`config.mk`:
```
export PLATFORM = sky130hd
export DESIGN_NAME = sample_sequencer
export DESIGN_NICKNAME = d
export VERILOG_FILES = /design/src/rtl/sample_sequencer.sv
export SDC_FILE = /design/constraint.sdc
export NUM_CORES = 1
export LEC_CHECK = 0
export ABC_AREA = 1
export CORE_MARGIN = 3
export CORE_UTILIZATION = 35
export CTS_CLUSTER_SIZE = 10
export DETAILED_ROUTE_END_ITERATION = 12
export PLACE_DENSITY = 0.68
export SYNTH_ARGS = -nofsm -noshare
export SYNTH_HDL_FRONTEND = slang
export SYNTH_SLANG_ARGS = --single-unit
```
`constraint.sdc`:
```
create_clock -name clk_i -period 1.6 [get_ports clk_i]
set_input_delay 0.4 -clock clk_i [delete_from_list [all_inputs] [get_ports clk_i]]
set_output_delay 0.4 -clock clk_i [all_outputs]
set_load 0.05 [all_outputs]
```
`src/rtl/sample_sequencer.sv`:
```
// sample_sequencer: one ordered ADC -> filter -> DAC schedule per sample slot, with
// overrun detection (slot arriving while busy) and peripheral acknowledge timeout.
// Build option: define OVERRUN_COUNT_EN to get a saturating dropped-slot counter on
// overrun_cnt_o; otherwise overrun_cnt_o is tied to zero.
//
// state   | meaning
// IDLE    | waiting for a slot with enable_i set
// ADC_REQ | one-cycle start pulse to AdcReader
// ADC_ACK | waiting for adc_idle_i to drop (bounded by ACK_TIMEOUT)
// ADC_RUN | conversion running; capture sample when adc_idle_i returns
// FILT    | filter running; entry cycle pulses filt_start_o, wait for filt_done_i
// DAC_REQ | one-cycle start pulse to DacWriter
// DAC_ACK | waiting for dac_idle_i to drop (bounded by ACK_TIMEOUT)
// DAC_RUN | DAC write running; back to IDLE when dac_idle_i returns
module sample_sequencer #(
  parameter int PERIOD      = 32,
  parameter int ACK_TIMEOUT = 15
) (
  input  logic        clk_i,
  input  logic        reset_ni,
  input  logic        enable_i,
  input  logic        bypass_i,
  input  logic        mute_i,
  output logic        adc_start_o,
  input  logic        adc_idle_i,
  input  logic [15:0] adc_data_i,
  output logic        filt_start_o,
  output logic [15:0] filt_data_o,
  input  logic        filt_done_i,
  input  logic [15:0] filt_result_i,
  output logic        dac_start_o,
  output logic [15:0] dac_data_o,
  input  logic        dac_idle_i,
  output logic        busy_o,
  output logic        overrun_o,
  output logic        timeout_o,
  output logic [7:0]  overrun_cnt_o
);

  localparam int CW = (PERIOD > 1) ? $clog2(PERIOD) : 1;
  localparam int TW = $clog2(ACK_TIMEOUT + 1);
  localparam logic [CW-1:0] CNT_LAST = CW'(PERIOD - 1);
  // The ACK state is entered one clock after the start pulse, so loading ACK_TIMEOUT-2
  // makes timeout_o rise exactly ACK_TIMEOUT clocks after the start pulse.
  localparam logic [TW-1:0] TMR_LOAD = TW'(ACK_TIMEOUT - 2);

  typedef enum logic [2:0] {
    IDLE, ADC_REQ, ADC_ACK, ADC_RUN, FILT, DAC_REQ, DAC_ACK, DAC_RUN
  } state_e;

  state_e        state_q, state_d;
  logic [CW-1:0] cnt_q, cnt_d;
  logic [TW-1:0] tmr_q, tmr_d;
  logic          filt_first_q, filt_first_d;
  logic [15:0]   filt_data_q, filt_data_d;
  logic [15:0]   dac_data_q, dac_data_d;
  logic          overrun_q, overrun_d;
  logic          timeout_q, timeout_d;
  logic          slot, busy;

  assign slot  = (cnt_q == CNT_LAST);
  assign busy  = (state_q != IDLE);
  assign cnt_d = slot ? '0 : cnt_q + CW'(1);

  // Registers: free-running period counter plus all FSM-owned state
  always_ff @(posedge clk_i or negedge reset_ni) begin
    if (!reset_ni) begin
      state_q      <= IDLE;
      cnt_q        <= '0;
      tmr_q        <= '0;
      filt_first_q <= 1'b0;
      filt_data_q  <= '0;
      dac_data_q   <= '0;
      overrun_q    <= 1'b0;
      timeout_q    <= 1'b0;
    end else begin
      state_q      <= state_d;
      cnt_q        <= cnt_d;
      tmr_q        <= tmr_d;
      filt_first_q <= filt_first_d;
      filt_data_q  <= filt_data_d;
      dac_data_q   <= dac_data_d;
      overrun_q    <= overrun_d;
      timeout_q    <= timeout_d;
    end
  end

  // Next-state logic, sample/result latching and sticky flags
  always_comb begin
    state_d      = state_q;
    tmr_d        = tmr_q;
    filt_first_d = 1'b0;
    filt_data_d  = filt_data_q;
    dac_data_d   = dac_data_q;
    timeout_d    = timeout_q;
    overrun_d    = overrun_q | (slot & busy);
    case (state_q)
      IDLE: begin
        if (slot && enable_i) state_d = ADC_REQ;
      end
      ADC_REQ: begin
        tmr_d   = TMR_LOAD;
        state_d = ADC_ACK;
      end
      ADC_ACK: begin
        if (!adc_idle_i) begin
          state_d = ADC_RUN;
        end else if (tmr_q == '0) begin
          timeout_d = 1'b1;
          state_d   = IDLE;
        end else begin
          tmr_d = tmr_q - TW'(1);
        end
      end
      ADC_RUN: begin
        if (adc_idle_i) begin
          filt_data_d = adc_data_i;
          if (bypass_i) begin
            dac_data_d = mute_i ? 16'd0 : adc_data_i;
            state_d    = DAC_REQ;
          end else begin
            filt_first_d = 1'b1;
            state_d      = FILT;
          end
        end
      end
      FILT: begin
        if (filt_done_i) begin
          dac_data_d = mute_i ? 16'd0 : filt_result_i;
          state_d    = DAC_REQ;
        end
      end
      DAC_REQ: begin
        tmr_d   = TMR_LOAD;
        state_d = DAC_ACK;
      end
      DAC_ACK: begin
        if (!dac_idle_i) begin
          state_d = DAC_RUN;
        end else if (tmr_q == '0) begin
          timeout_d = 1'b1;
          state_d   = IDLE;
        end else begin
          tmr_d = tmr_q - TW'(1);
        end
      end
      DAC_RUN: begin
        if (dac_idle_i) state_d = IDLE;
      end
      default: state_d = IDLE;
    endcase
  end

  assign adc_start_o  = (state_q == ADC_REQ);
  assign filt_start_o = filt_first_q;
  assign dac_start_o  = (state_q == DAC_REQ);
  assign filt_data_o  = filt_data_q;
  assign dac_data_o   = dac_data_q;
  assign busy_o       = busy;
  assign overrun_o    = overrun_q;
  assign timeout_o    = timeout_q;

`ifdef OVERRUN_COUNT_EN
  logic [7:0] ovr_cnt_q;

  // Dropped-slot counter, saturating at 255
  always_ff @(posedge clk_i or negedge reset_ni) begin
    if (!reset_ni) begin
      ovr_cnt_q <= 8'd0;
    end else if (slot && busy && (ovr_cnt_q != 8'hFF)) begin
      ovr_cnt_q <= ovr_cnt_q + 8'd1;
    end
  end

  assign overrun_cnt_o = ovr_cnt_q;
`else
  assign overrun_cnt_o = 8'd0;
`endif

endmodule

```
## After elaboration in Yosys (flattened, before gate mapping)

Cells that the tools add are included.

- Bits of input ports: 40
- Output and inout port bits: 46
- Register bits: 47
- Logic and storage cells: 67

- Add/subtract/negate cells: 2
- Bitwise gates (word level): 2
- Equal/unequal tests: 15
- Muxes and demuxes: 27
- Reduce and logical (&&, ||, !) cells: 13

Operator list:

| kind | count |
|---|---|
| 16-bit 2-to-1 mux | 5 |
| 16-bit case mux with 2 select lines | 1 |
| 3-bit case mux with 8 select lines | 1 |
| 3-bit 2-to-1 mux | 7 |
| 2-bit != test (second input constant) | 7 |
| 3-bit equality test (second input constant) | 4 |
| 4-bit 2-to-1 mux | 3 |
| 4-bit case mux with 3 select lines | 1 |
| 4-bit AND reduction | 2 |
| 1-bit 2-to-1 mux | 7 |
| 3-bit by 2-bit equality test with 1-bit output (second input constant) | 2 |
| 3-bit AND reduction | 2 |
| 3-bit nonzero test | 2 |
| 5-bit by 1-bit adder with 5-bit output (second input constant) | 1 |
| 5-bit equality test (second input constant) | 1 |
| 5-bit 2-to-1 mux | 1 |
| 4-bit logical NOT | 1 |
| 2-bit nonzero test | 2 |
| 4-bit by 1-bit subtractor with 4-bit output (second input constant) | 1 |
| 3-bit by 1-bit equality test with 1-bit output (second input constant) | 1 |
| 3-bit logical NOT | 1 |
| 1-bit case mux with 2 select lines | 1 |
| 2-bit AND reduction | 1 |
| 2-bit OR reduction | 1 |
| 3 further kinds | 3 |

## Logic depth before layout (Yosys ltp)

Gate-level depths: netlist of the first run.

- Depth after elaboration: 4
- Gate-level depth with buffers: 10
- Mapped depth without buffers: 10

## Worst setup path before layout of the first run

OpenSTA, ideal clock, no wires.

- Path type: flip-flop to output port
- Start: register state_q[2]
- End: output adc_start_o
- Arrival time: 1352 ps
- Stages on the path, launching flop included: 4
- Slack: -152 ps
- Cells stage by stage: dfrtp_1 -> buf_6 -> clkbuf_1 -> nor2_1

- Longest elaborated chain between the ends: 1

RTL lines:

| what | line | source |
|---|---|---|
| start: declaration | 51 | `state_e state_q, state_d;` |
| start signal: assignment | 77 | `state_q <= state_d;` |
| 3-bit by 1-bit equality test with 1-bit output | 154 | `assign adc_start_o = (state_q == ADC_REQ);` |
| end: declaration | 24 | `output logic adc_start_o,` |

No other way between the ends.

## Final worst setup path of the first run

- Start: register state_q[1]
- End: output dac_start_o

- Longest elaborated chain between the ends: 1

RTL lines:

| what | line | source |
|---|---|---|
| 3-bit equality test | 156 | `assign dac_start_o = (state_q == DAC_REQ);` |
| end: declaration | 31 | `output logic dac_start_o,` |

No other way between the ends.

==> results of run 1 <==
sequential cells by signal (all words and copies together) (netlist names):
name / flops
dac_data_o: 16
filt_data_o: 16
cnt_q: 5
tmr_q: 4
state_q: 3
filt_start_o: 1
overrun_o: 1
timeout_o: 1
cells by family (layout without fill, tap and decap cells):
family          Yosys count  count (layout)  synth area share, %
fa+ha+maj                 3               3                 1.40
simple gates            212             212                 35.8
xor+xnor                  1               1                0.326
flops                    47              47                 43.8
compound gates           24              24                 4.66
buf+inv                  75             155                 13.8
other cells               1               8                0.140
through the flow:
step                hold slack (ns)  setup TNS (ns)  util (%)  std cells
finish                       0.0741               0      56.4        549
global route                 0.0826          -0.128      56.4        549
CTS                          0.0864         -0.0134      55.8        546
detailed placement            0.405           -1.62      54.0        537
global placement              0.403          -0.955      54.0        537
floorplan                     0.104               0         -        370
timing repair:
| item | in CTS | in global routing |
|---|---|---|
| buffers inserted | 3 | 3 |
| pin swaps | 4 | 10 |
| gates resized for setup | 13 | 9 |
| setup endpoints to repair | 5 | 8 |
final cells by class:
cell class,instances,share of cell area [%]
inverters,52,4.96
well taps,99,3.00
repair buffers,97,32.4
clock buffers,6,1.75
multi-input cells,248,29.4
flip-flops and latches,47,28.5
layout by cell type (no fill, tap or decap), types with 3 or more instances in the layout:
cell type and n:
clkdlybuf4s50_1 38, inv_1 47, nand2_1 111, dfrtp_1 46
nand2_4 3, nor2_2 3, conb_1 8, nand3_2 11
nand3_1 31, nor2_1 40, clkbuf_8 5, nand2_2 6
buf_12 41, buf_4 15, o21ai_0 17, nor2_4 3
power by group through the flow:
stage	sequential, W	clock (W)	combinational (W)
3_5_place_dp	0.00223	0	0.00539
2_1_floorplan	0.00334	0	0.00180
5_1_grt	0.00229	0.000709	0.00593
3_3_place_gp	0.00223	0	0.00529
4_1_cts	0.00223	0.000673	0.00553
6_report	0.00223	0.000644	0.00556
per-layer routing:
layer | track usage, % | vias up | share of wire, %
li1 | - | 1263 | -
met1 | 20.8 | 1107 | 45
met2 | 24.7 | 64 | 47
met3 | 3.62 | 12 | 5.1
met4 | 4.09 | 0 | 2.2
met5 | 0 | - | 0
worst max-delay path: stages (launching register included):
cell     delay (ns)
dfrtp_1        0.41
buf_6          0.13
inv_4          0.05
nand2_4        0.06
nor2_4         0.11
buf_12         0.14
how the worst max path moves through the flow:
stage / startpoint / endpoint / cells after the start
final: state_q[1] / dac_start_o / 5
after global routing: cnt_q[0] / state_q[1] / 9
after CTS: state_q[1] / busy_o / 5
after detailed placement: bypass_i / dac_data_o[9] / 6
after global placement: bypass_i / dac_data_o[5] / 6
after floorplan: state_q[0] / busy_o / 6
==> results.md, run 1 <==
- Outcome: finished clean
- Area of all placed cells without fillers: 4140 sq um
- Synth Register Bits: 47
- Vias per cell: ~4.5
- Fraction of post-synthesis cell area in the top cell type by area: 43.8%
- Mean post-synth cell area: approximately 7.4 sq um
- Synth async-reset ratio: 100%
- Post-layout worst setup margin: 0.00347 ns
- Detailed Routing Iterations Pass 1: 4
- Critical Path End Type: output pin
- Maximum fanout along the worst path: 3
- Power spent charging and discharging nets: 0.00401 W
- Total placed instance area: between 3000 and 4000 sq um
- Reg2Reg Capture Point: state_q[1]
- Critical register-to-register path startpoint: cnt_q[0]
- Number of I/O port buffers: 77
- Mapped Cells: 363
- Type of the worst setup path: reg -> out
- Number of library cell types mapped by synthesis: 28
- Achievable clock frequency: 626 MHz
- Synthesis-to-finish area growth: 54.0%
- Power after layout: 0.00844 W
- Initial core utilization: around 37%
- CTS sink cnt: 47
- Mapped cell area: 2690 sq um
- CTS buffer count: 5
- Post-synth top flop: dfrtp_1
- Detailed-placement wirelength estimate: just over 5000 um
- Number of global-route vias before repair: around 2300
- Vias after detailed routing: 2446
- EDFF count, synth: 0
- Number of max-slew violations in the final report: 0
- Global-route wire length before repair: between 10000 and 15000 um
- Number of antenna repair diodes: 0
- Type of origin of the critical path: flop
- Worst EP required: 1.20 ns
- Critical path data arrival time: roughly 1.2 ns
- Main area contributors after synthesis: dfrtp_1, nand2_1, inv_1, nor2_1, nand3_1
- Kind of path behind the tightest hold check: in -> async
- Sequential share of the synthesized area: about 44%
- List of most frequent post-synthesis cells: nand2_1, inv_1, dfrtp_1, nor2_1, nand3_1
- Clock transition time at the flip-flop clock pins of the worst setup and hold paths: 0.08 ns
- Die area: 8760 sq um
- Initial antenna violation count: 0
- Core region area: 7330 sq um
- Logic pwr share: around two thirds
- Number of setup violations in the final report: 0
- Unrepaired setup endpoints after global routing: yes
- Setup Slack @ Placement: -0.102 ns
- Overall Global Routing Usage: about 15%
- Fill cell count: 643
- Maximum number of pins on one net before global-route repair: 48
- Multi-input gate area: 1210 sq um
- P_int: around 0.0044 W
- Portion of total power attributed to the clock network: between 7 and 8%
- Tcrit/Tclk final: 99.8%
- # H-tree levels: 2
- Maximum VDD drop: 1.03 mV
- FP Rows: 31
- FF-to-FF setup slack: about 0.090 ns
- Fraction of final layout cells with drive strength greater than 1: 22.4%
- Switch share: 47.5%
- Final number of hold-violating endpoints: 0
- Number of DRC violations after detailed routing: 0
- Most frequent cell after synthesis: nand2_1
- Number of top-level pins: 86
- TritonCTS clock tree: built
- Final nets: a little under 500
- Max-capacitance violation count: 0
- Hold bufs inserted after CTS: 0
- Final Skew: 0.00567 ns
- Violation count after the first detailed-routing iteration: roughly 140
- Insertion delay of the later-clocked pin in the worst-skew pair: 0.29 ns
- Number of routed nets with antenna violations: 0
- LEAKAGE: between 2 and 2.5 nW
- Register Area: between 1000 and 1500 sq um
- Remaining global-route overflow: 0
- Aggregate routed wire length: approximately 6700 um
- Buffer type at the clock tree root: clkbuf_8
- Die outline height: 93.6 um
- RD Place Congestion: around 0.9
- Crit path time final: ~1.6 ns
- FF-to-FF path depth: 9
- Cell Pwr Density: 2040 nW/um^2
- Most area-hungry cell type in the Yosys netlist: dfrtp_1
- X dimension of the die: 93.6 um
- Routed wire length per instance: ~12 um
- Buffer depth of the longest clock path: 2
- Yosys Warn Count: 0
- Reg power frac: 26.4%
(Power assumes the default switching activity.)
==> inputs of run 2 (changes only) <==
--- a/config.mk
+++ b/config.mk
@@ -6,10 +6,12 @@
 export NUM_CORES = 1
 export LEC_CHECK = 0
 export ABC_AREA = 1
+export CAP_MARGIN = 40
 export CORE_MARGIN = 3
 export CORE_UTILIZATION = 35
 export CTS_CLUSTER_SIZE = 10
 export DETAILED_ROUTE_END_ITERATION = 12
+export GPL_ROUTABILITY_DRIVEN = 1
 export PLACE_DENSITY = 0.68
 export SYNTH_ARGS = -nofsm -noshare
 export SYNTH_HDL_FRONTEND = slang
==> results of run 2 <==
Final layout, timing and power as in run 1 (identical DEF).
